$ cat config.mk
export PLATFORM = sky130hd
export DESIGN_NAME = pps_phase_mon_flat
export DESIGN_NICKNAME = d
export VERILOG_FILES = /design/src/rtl/pps_phase_mon_if.sv /design/src/rtl/pps_phase_mon.sv /design/src/flat_wrapper.sv
export SDC_FILE = /design/constraint.sdc
export NUM_CORES = 1
export LEC_CHECK = 0
export BUFFER_PORTS_ARGS = -buffer_cell sky130_fd_sc_hd__buf_4
export CORE_AREA = 2 2 168 170
export DETAILED_ROUTE_END_ITERATION = 10
export DIE_AREA = 0 0 170 172
export GPL_ROUTABILITY_DRIVEN = 0
export GPL_TIMING_DRIVEN = 0
export PLACE_DENSITY = 0.74
export SYNTH_ARGS = -nofsm -noshare
export SYNTH_HDL_FRONTEND = slang
export SYNTH_SLANG_ARGS = --single-unit
$ cat constraint.sdc
create_clock -name i_clk -period 13.2 [get_ports i_clk]
set_input_delay 1.98 -clock i_clk [delete_from_list [all_inputs] [get_ports i_clk]]
set_output_delay 1.98 -clock i_clk [all_outputs]
set_load 0.03 [all_outputs]
$ cat src/rtl/pps_phase_mon_if.sv
// Record stream from the PPS phase monitor to the answer path: one signed phase record
// per channel per epoch, closed by a record flagged last.
interface pps_phase_mon_if #(
   parameter int N_CH  = 4,
   parameter int CNT_W = 30
);
   localparam int CH_W = $clog2(N_CH);

   // valid/ready: a record transfers on every rising clock edge where valid and ready are
   // both high; while valid is high and ready low, ch/phase/miss/last hold their values,
   // and valid only drops after the record has transferred.
   logic             valid;
   logic             ready;
   logic [CH_W-1:0]  ch;
   logic [CNT_W-1:0] phase;
   logic             miss;
   logic             last;

   modport master (output valid, ch, phase, miss, last, input ready);
   modport slave  (input valid, ch, phase, miss, last, output ready);
endinterface

$ cat src/rtl/pps_phase_mon.sv
// N-channel PPS phase monitor: channel 0 opens a +/-WIN capture window, then every channel's
// timestamp offset against the reference is streamed out, with miss, overrun and ref-loss status.
module pps_phase_mon #(
   parameter int N_CH    = 4,
   parameter int CNT_W   = 30,
   parameter int SYNC_ST = 2,
   parameter int WIN     = 50_000_000,
   parameter int REF_TO  = 110_000_000
) (
   input  logic            i_clk,
   input  logic            i_res,
   input  logic [N_CH-1:0] i_pps,
   pps_phase_mon_if.master rec,
   output logic            o_ref_lost,
   output logic [7:0]      o_ovr_cnt,
   output logic [1:0]      o_dbg_state
);
   localparam int CH_W = $clog2(N_CH);
   localparam int WD_W = $clog2(REF_TO + 2);
   localparam logic [CH_W-1:0]         LAST_CH = CH_W'(N_CH - 1);
   localparam logic signed [CNT_W-1:0] WIN_P   = CNT_W'(WIN);
   localparam logic signed [CNT_W-1:0] WIN_N   = -WIN_P;
   localparam logic [WD_W-1:0]         WD_LIM  = WD_W'(REF_TO);

   typedef enum logic [1:0] {
      S_IDLE    = 2'd0,
      S_COLLECT = 2'd1,
      S_REPORT  = 2'd2
   } state_t;

   state_t state, state_nx;

   logic [N_CH-1:0]  sync_q [SYNC_ST];
   logic [N_CH-1:0]  pps_prev;
   logic [N_CH-1:0]  pps_edge;
   logic [CNT_W-1:0] cnt;
   logic [CNT_W-1:0] ts [N_CH];
   logic [CNT_W-1:0] ts_ref;
   logic [N_CH-1:0]  fresh;
   logic [CNT_W-1:0] win_cnt;
   logic [WD_W-1:0]  wd;
   logic [CH_W-1:0]  rec_k;

   logic                    ref_edge;
   logic                    hs;
   logic                    last_hs;
   logic [CH_W-1:0]         sel_k;
   logic signed [CNT_W-1:0] sel_d;
   logic                    sel_miss;
   logic [CNT_W-1:0]        sel_phase;

   assign ref_edge    = pps_edge[0];
   assign hs          = rec.valid & rec.ready;
   assign last_hs     = hs & (rec_k == LAST_CH);
   assign o_ref_lost  = (wd > WD_LIM);
   assign o_dbg_state = state;

   // Identical latency on every channel, so it cancels out of the phase difference.
   always_ff @(posedge i_clk or posedge i_res) begin
      if (i_res) begin
         for (int i = 0; i < SYNC_ST; i++) sync_q[i] <= '0;
         pps_prev <= '0;
         pps_edge <= '0;
      end else begin
         sync_q[0] <= i_pps;
         for (int i = 1; i < SYNC_ST; i++) sync_q[i] <= sync_q[i-1];
         pps_prev <= sync_q[SYNC_ST-1];
         pps_edge <= sync_q[SYNC_ST-1] & ~pps_prev;
      end
   end

   always_ff @(posedge i_clk or posedge i_res) begin
      if (i_res) state <= S_IDLE;
      else       state <= state_nx;
   end

   always_comb begin
      state_nx = state;
      case (state)
         S_IDLE:    if (ref_edge) state_nx = S_COLLECT;
         S_COLLECT: if (win_cnt == '0) state_nx = S_REPORT;
         S_REPORT:  if (last_hs) state_nx = S_IDLE;
         default:   state_nx = S_IDLE;
      endcase
   end

   // Record to load next: the current index when first presenting, the following one on a handshake.
   always_comb begin
      sel_k = rec_k;
      if (rec.valid && rec_k != LAST_CH) sel_k = rec_k + CH_W'(1);
      sel_d     = ts[sel_k] - ts_ref;
      sel_miss  = ~fresh[sel_k] | (sel_d > WIN_P) | (sel_d < WIN_N);
      sel_phase = sel_miss ? '0 : sel_d;
      if (sel_k == '0) begin
         sel_miss  = 1'b0;
         sel_phase = '0;
      end
   end

   always_ff @(posedge i_clk or posedge i_res) begin
      if (i_res) begin
         cnt       <= '0;
         for (int k = 0; k < N_CH; k++) ts[k] <= '0;
         ts_ref    <= '0;
         fresh     <= '0;
         win_cnt   <= '0;
         wd        <= '0;
         o_ovr_cnt <= '0;
         rec_k     <= '0;
         rec.valid <= 1'b0;
         rec.ch    <= '0;
         rec.phase <= '0;
         rec.miss  <= 1'b0;
         rec.last  <= 1'b0;
      end else begin
         cnt <= cnt + CNT_W'(1);

         // The end-of-epoch clear beats an edge landing in the same cycle.
         for (int k = 0; k < N_CH; k++) begin
            if (pps_edge[k]) ts[k] <= cnt;
            fresh[k] <= last_hs ? 1'b0 : (fresh[k] | pps_edge[k]);
         end

         if (state == S_IDLE && ref_edge) begin
            ts_ref  <= cnt;
            win_cnt <= CNT_W'(WIN);
            wd      <= '0;
         end else begin
            if (state == S_COLLECT && win_cnt != '0) win_cnt <= win_cnt - CNT_W'(1);
            if (wd <= WD_LIM) wd <= wd + WD_W'(1);
         end

         if (state != S_IDLE && ref_edge && o_ovr_cnt != 8'hFF) o_ovr_cnt <= o_ovr_cnt + 8'd1;

         if (state == S_REPORT) begin
            if (!rec.valid || (hs && rec_k != LAST_CH)) begin
               rec_k     <= sel_k;
               rec.valid <= 1'b1;
               rec.ch    <= sel_k;
               rec.phase <= sel_phase;
               rec.miss  <= sel_miss;
               rec.last  <= (sel_k == LAST_CH);
            end else if (hs) begin
               rec.valid <= 1'b0;
            end
         end else begin
            rec_k     <= '0;
            rec.valid <= 1'b0;
         end
      end
   end
endmodule

$ cat src/flat_wrapper.sv
// flat-port wrapper written by rule: the top's interface ports become plain ports
module pps_phase_mon_flat 
#(
   parameter int N_CH    = 4,
   parameter int CNT_W   = 30,
   parameter int SYNC_ST = 2,
   parameter int WIN     = 50_000_000,
   parameter int REF_TO  = 110_000_000
)
  (i_clk, i_res, i_pps, o_ref_lost, o_ovr_cnt, o_dbg_state, rec_valid, rec_ch, rec_phase, rec_miss, rec_last, rec_ready);
  pps_phase_mon_if #(.N_CH(N_CH), .CNT_W(CNT_W)) rec_i ();
  input  logic i_clk;
  input  logic i_res;
  input  logic [N_CH-1:0] i_pps;
  output logic o_ref_lost;
  output logic [7:0] o_ovr_cnt;
  output logic [1:0] o_dbg_state;
  output wire logic [$bits(rec_i.valid)-1:0] rec_valid;
  output wire logic [$bits(rec_i.ch)-1:0] rec_ch;
  output wire logic [$bits(rec_i.phase)-1:0] rec_phase;
  output wire logic [$bits(rec_i.miss)-1:0] rec_miss;
  output wire logic [$bits(rec_i.last)-1:0] rec_last;
  input wire logic [$bits(rec_i.ready)-1:0] rec_ready;
  assign rec_valid = rec_i.valid;
  assign rec_ch = rec_i.ch;
  assign rec_phase = rec_i.phase;
  assign rec_miss = rec_i.miss;
  assign rec_last = rec_i.last;
  assign rec_i.ready = rec_ready;
  pps_phase_mon #(.N_CH(N_CH), .CNT_W(CNT_W), .SYNC_ST(SYNC_ST), .WIN(WIN), .REF_TO(REF_TO)) u_core (.i_clk(i_clk), .i_res(i_res), .i_pps(i_pps), .rec(rec_i), .o_ref_lost(o_ref_lost), .o_ovr_cnt(o_ovr_cnt), .o_dbg_state(o_dbg_state));
endmodule
### Word-level counts from Yosys, hierarchy flattened

Index checks and enable logic that the tools add are counted.

* word-level logic and storage cells: 99
* bits of input ports: 7
* output and inout port bits: 46
* register bits after elaboration: 304

* muxes and demuxes: 26
* order comparisons: 6
* bitwise gates (word level): 12
* add/subtract/negate cells: 6
* reductions and logical operators: 17
* eq/ne operators: 11

Operators with widths (count)
* 2-to-1 mux 30 bit: 6
* binary-select mux 30 bit (select 2 bit): 1
* 2-to-1 mux 27 bit: 2
* adder 30 x 1 -> 30 bit, second input constant: 1
* greater-than comparator 30 x 27 -> 1 bit, second input constant: 1
* logical NOT 30 bit: 1
* less-than comparator 30 x 27 -> 1 bit, second input constant: 1
* nonzero test 30 bit: 1
* subtractor 30 x 1 -> 30 bit, second input constant: 1
* subtractor 30 bit: 1
* adder 27 x 1 -> 27 bit, second input constant: 1
* greater-than comparator 27 bit, second input constant: 1
* less-or-equal comparator 27 bit, second input constant: 1
* 2-to-1 mux 2 bit: 6
* 2-to-1 mux 1 bit: 9
* adder 8 x 1 -> 8 bit, second input constant: 1
* != test 8 bit, second input constant: 1
* == test 2 bit, second input constant: 3
* logical AND 1 bit: 6
* != test 2 x 1 -> 1 bit, second input constant: 3
* bitwise OR 1 bit: 6
* one-hot mux 2 bit (3 select lines): 1
* nonzero test 2 bit: 3
* bitwise AND 4 bit: 1
* other kinds (16): 19

### Logic depth before layout (Yosys ltp)

* depth in word-level cells: 13
* depth in mapped cells: 19

### Worst setup path before layout

No wires, ideal clock.

* path kind: register -> register
* start: register u_core.rec_k[0]
* end: register u_core.rec.phase[0]
* clock period less this slack: 5513 ps
* slack: 7687 ps
* arrival: 5421 ps
* required time: 13108 ps
* stages on the path, launching flop included: 18
* cell sequence: dfrtp_1 > ha_1 > nand2b_2 > xor2_4 > buf_1 > mux4_2 > fa_1 > a211oi_2 > o31ai_4 > a21o_1 > xnor2_1 > nand2_1 > or4_1 > or4b_4 > a31oi_4 > a211oi_4 > buf_6 > o31ai_2

* cells in the longest elaborated chain, start to end: 13

RTL lines
* from (decl): line pps_phase_mon.sv:42 `logic [CH_W-1:0] rec_k;`
* from (signal assigned): line pps_phase_mon.sv:137 `rec_k <= sel_k;`
* parallel branches: the longest is 13 deep, another holds subtractor 30 bit
* to (signal assigned): line pps_phase_mon.sv:140 `rec.phase <= sel_phase;`
* to (decl): line pps_phase_mon_if.sv:19 `modport master (output valid, ch, phase, miss, last, input ready);`

Several ways; the timed one is not identified. The select of a mux whose other input is x is not followed.
A chain may end at the register's enable or synchronous reset.

### Worst setup path in the final report

Same ends and word-level chain as after synthesis.

==> metrics.cfg <==
[drt]
ant_nets = 0
starting_drc_count_in_detailed_routing = 653
via_count = 10281
drt_pre_antenna_iters = 4
post_detailed_route_via_to_cell_ratio = 5.80
wl_um = 31500
drc = 0
wl_per_cell_um = 17.8

[worst_setup_path]
worst-path-buf-inv = 2
path_class = flip-flop to flip-flop
cp_slowest_cell = sky130_fd_sc_hd__buf_1
r2r_slack_ns = 6.61
critical_path.cell_chain = ha_1 > nand2b_2 > xor2_4 > buf_1 > mux4_2 > ha_1 > a211oi_2 > o31ai_4 > a21oi_2 > o41ai_4 > a41oi_1 > xnor2_1 > or4b_1 > nor3_1 > a211oi_4 > buf_6 > o31ai_2
r2r_start = u_core.rec_k[0]$_DFFE_PP0P_
critical_path.max_fanout = 10
slowest_delay_ns = 0.89
cp-startpoint = u_core.rec_k[0]$_DFFE_PP0P_
crit_required_ns = 13.61
critical_path.top_delay_family = compound AO/OA/AOI/OAI gates
cp-start-kind = flip-flop
end_kind = flip-flop
cp.arrival_ns = 7.00
path_common_cell = sky130_fd_sc_hd__ha_1

[min_path]
hold_start = u_core.sync_q[4]$_DFF_PP0_
hp-class = flip-flop to flip-flop

[sta]
max_freq_ghz = 0.152
clock_skew_ns = 0.0190
setup-violations-final = 0
period_needed_ns = 6.59
worst_slew_pin_tran_ns = 1.13
max_slew_margin_pct = 24.6
rsz_0062_raised_after_global_routing = false
layout_worst_path_cycle_share_pct = 49.9
timing_max_transition_violations_final = 0
setup_tns_ns = 0
setup_ws_ns = 6.61
timing_hold_violations_final = 0

[clocking]
clock_latency_ns = 0.52
clock_tree.buffer_depth = 3
tritoncts = done
clk_transition_reported_paths_ns = 0.06
clock_tree.root_cell = sky130_fd_sc_hd__clkbuf_16
cts_num_sinks = 304
cts_hold_buffers = 0
postCtsSetupRepairBufs = 0
cts.htree.levels = 2
tritoncts.num_buffers = 34
post_cts_gate_resize_count = 0

[placed_design]
detailedPlacementHpwl_um = 22100
placement.io_buffers = 52
placement.cell_area_um2 = 15800
pre_cts_slack_ns = 6.56

[final_layout]
antenna-diode-count = 0
layout-drive-gt1-share_pct = 20.8
postLayoutCellArea_um2 = 16900
post-route-util_pct = 61.6
mostFrequentLayoutCells = sky130_fd_sc_hd__dfrtp_1, sky130_fd_sc_hd__nand2_1, sky130_fd_sc_hd__mux2_2
layout.nets = 1447
final_common_cell = sky130_fd_sc_hd__dfrtp_1
area_growth_syn_to_layout_pct = 13.2

[run]
cap_violations = 0

[outcome]
status = finished, final reports clean

[grt]
grt.total_usage_pct = 22.3
grt_antenna_before_repair = 0
grt_pass1_wl_um = 52200
globalRouteOverflowTotal = 0
grt_start_max_net_pins = 129
first_global_vias = 10291

[logic_synthesis]
seq_area_frac_synth_pct = 50.9
synth_largest_type_area_fraction_pct = 50.9
synth_seq_cells = 304
postSynthAreaPerCell_um2 = 11.4
synth_top_cells_by_area = sky130_fd_sc_hd__dfrtp_1, sky130_fd_sc_hd__mux2_2, sky130_fd_sc_hd__mux4_2
synth-edff-count = 0
postSynth.asyncResetShare_pct = 100
synth_cells = 1314
syn_nets = 1357
most_used_flip_flop_cell_after_synthesis = sky130_fd_sc_hd__dfrtp_1
synth.largest_area_cell = sky130_fd_sc_hd__dfrtp_1
synth_area_um2 = 14900
synthesis.yosys.warnings = 0
count_of_distinct_cell_types_in_the_synthesized_netlist = 84

[power]
report.power.total_mw = 2.42
power.density_nw_per_um2 = 143
peakVddDrop_v = 0.000106
static-leakage-power_nw = 7.68

[floorplan]
coreArea_um2 = 27500
design.portCount = 53
placementRows = 61
die-area_um2 = 29200
die_w_um = 170
die_height_um = 172
start_util_pct = 54.4

==> kinds of logic after synthesis <==
family	Yosys count	synth area share, %
AND/OR/NAND/NOR	392	12.8
flip-flops	304	50.9
AO/OA/AOI/OAI	220	10.5
multiplexers	155	14.0
buffers and inverters	109	2.82
XOR/XNOR	98	5.87
adder cells (fa/ha/maj)	36	3.07
==> synth_stat cells (all sizes together), types with 10 or more instances <==
cell / number
o21ai: 72
xnor2: 61
or3: 19
mux4: 31
nand4: 21
nand3: 28
clkbuf: 48
nor2: 77
o31ai: 19
a32o: 12
nand2: 143
xor2: 37
nor3: 23
a211oi: 11
buf: 15
dfrtp: 304
a21oi: 53
and3: 19
ha: 35
inv: 46
mux2: 122
nor2b: 10
==> stage by stage <==
step / hold slack (ns) / instances
after CTS: 0.348 / 1772
final: 0.345 / 1772
after global routing: 0.355 / 1772
after global placement: 0.332 / 1712
after floorplan: 0.331 / 1314
after detailed placement: 0.336 / 1714
==> registers in the layout, summed over array words and instances (netlist names), 2 cells and up <==
name,count
u_core.pps_edge,4
u_core.win_cnt,30
u_core.fresh,4
u_core.o_dbg_state,2
u_core.sync_q,8
u_core.ts_ref,30
u_core.rec.ch,2
u_core.cnt,30
u_core.rec_k,2
u_core.wd,27
u_core.pps_prev,4
u_core.o_ovr_cnt,8
u_core.rec.phase,30
u_core.ts,120
==> cell type report <==
class                   count  area [um^2]
well taps                 346          433
fillers                  2215        10600
repair buffers             54          445
inverters                  46          180
clock inverters             9          104
multi-input cells         901         6910
clock buffers              49          988
plain buffers              63          249
flip-flops and latches    304         7610
==> report_power, final <==
| group | switching (mW) | internal [mW] |
|---|---|---|
| clock network | 0.367 | 0.559 |
| registers | 0.0502 | 0.986 |
| logic | 0.270 | 0.183 |
==> final timing paths <==
| check | endpoint | cells after the start |
|---|---|---|
| max | u_core.rec.phase[0]$_DFFE_PP0P_ | 17 |
| max reg2reg | u_core.rec.phase[0]$_DFFE_PP0P_ | 17 |
| min reg2reg | u_core.sync_q[0]$_DFF_PP0_ | 0 |
| min | u_core.sync_q[0]$_DFF_PP0_ | 0 |
| max in group asynchronous | u_core.pps_edge[0]$_DFF_PP0_ | 4 |
| min in group asynchronous | u_core.rec.phase[4]$_DFFE_PP0P_ | 2 |
==> per-layer routing <==
metal	GRT usage (%)	wire [um]
met5	0	0
met4	6.28	683
met1	30.8	14400
met2	37.1	15100
met3	3.34	1260
No activity file was read; power rests on OpenSTA's default activity.
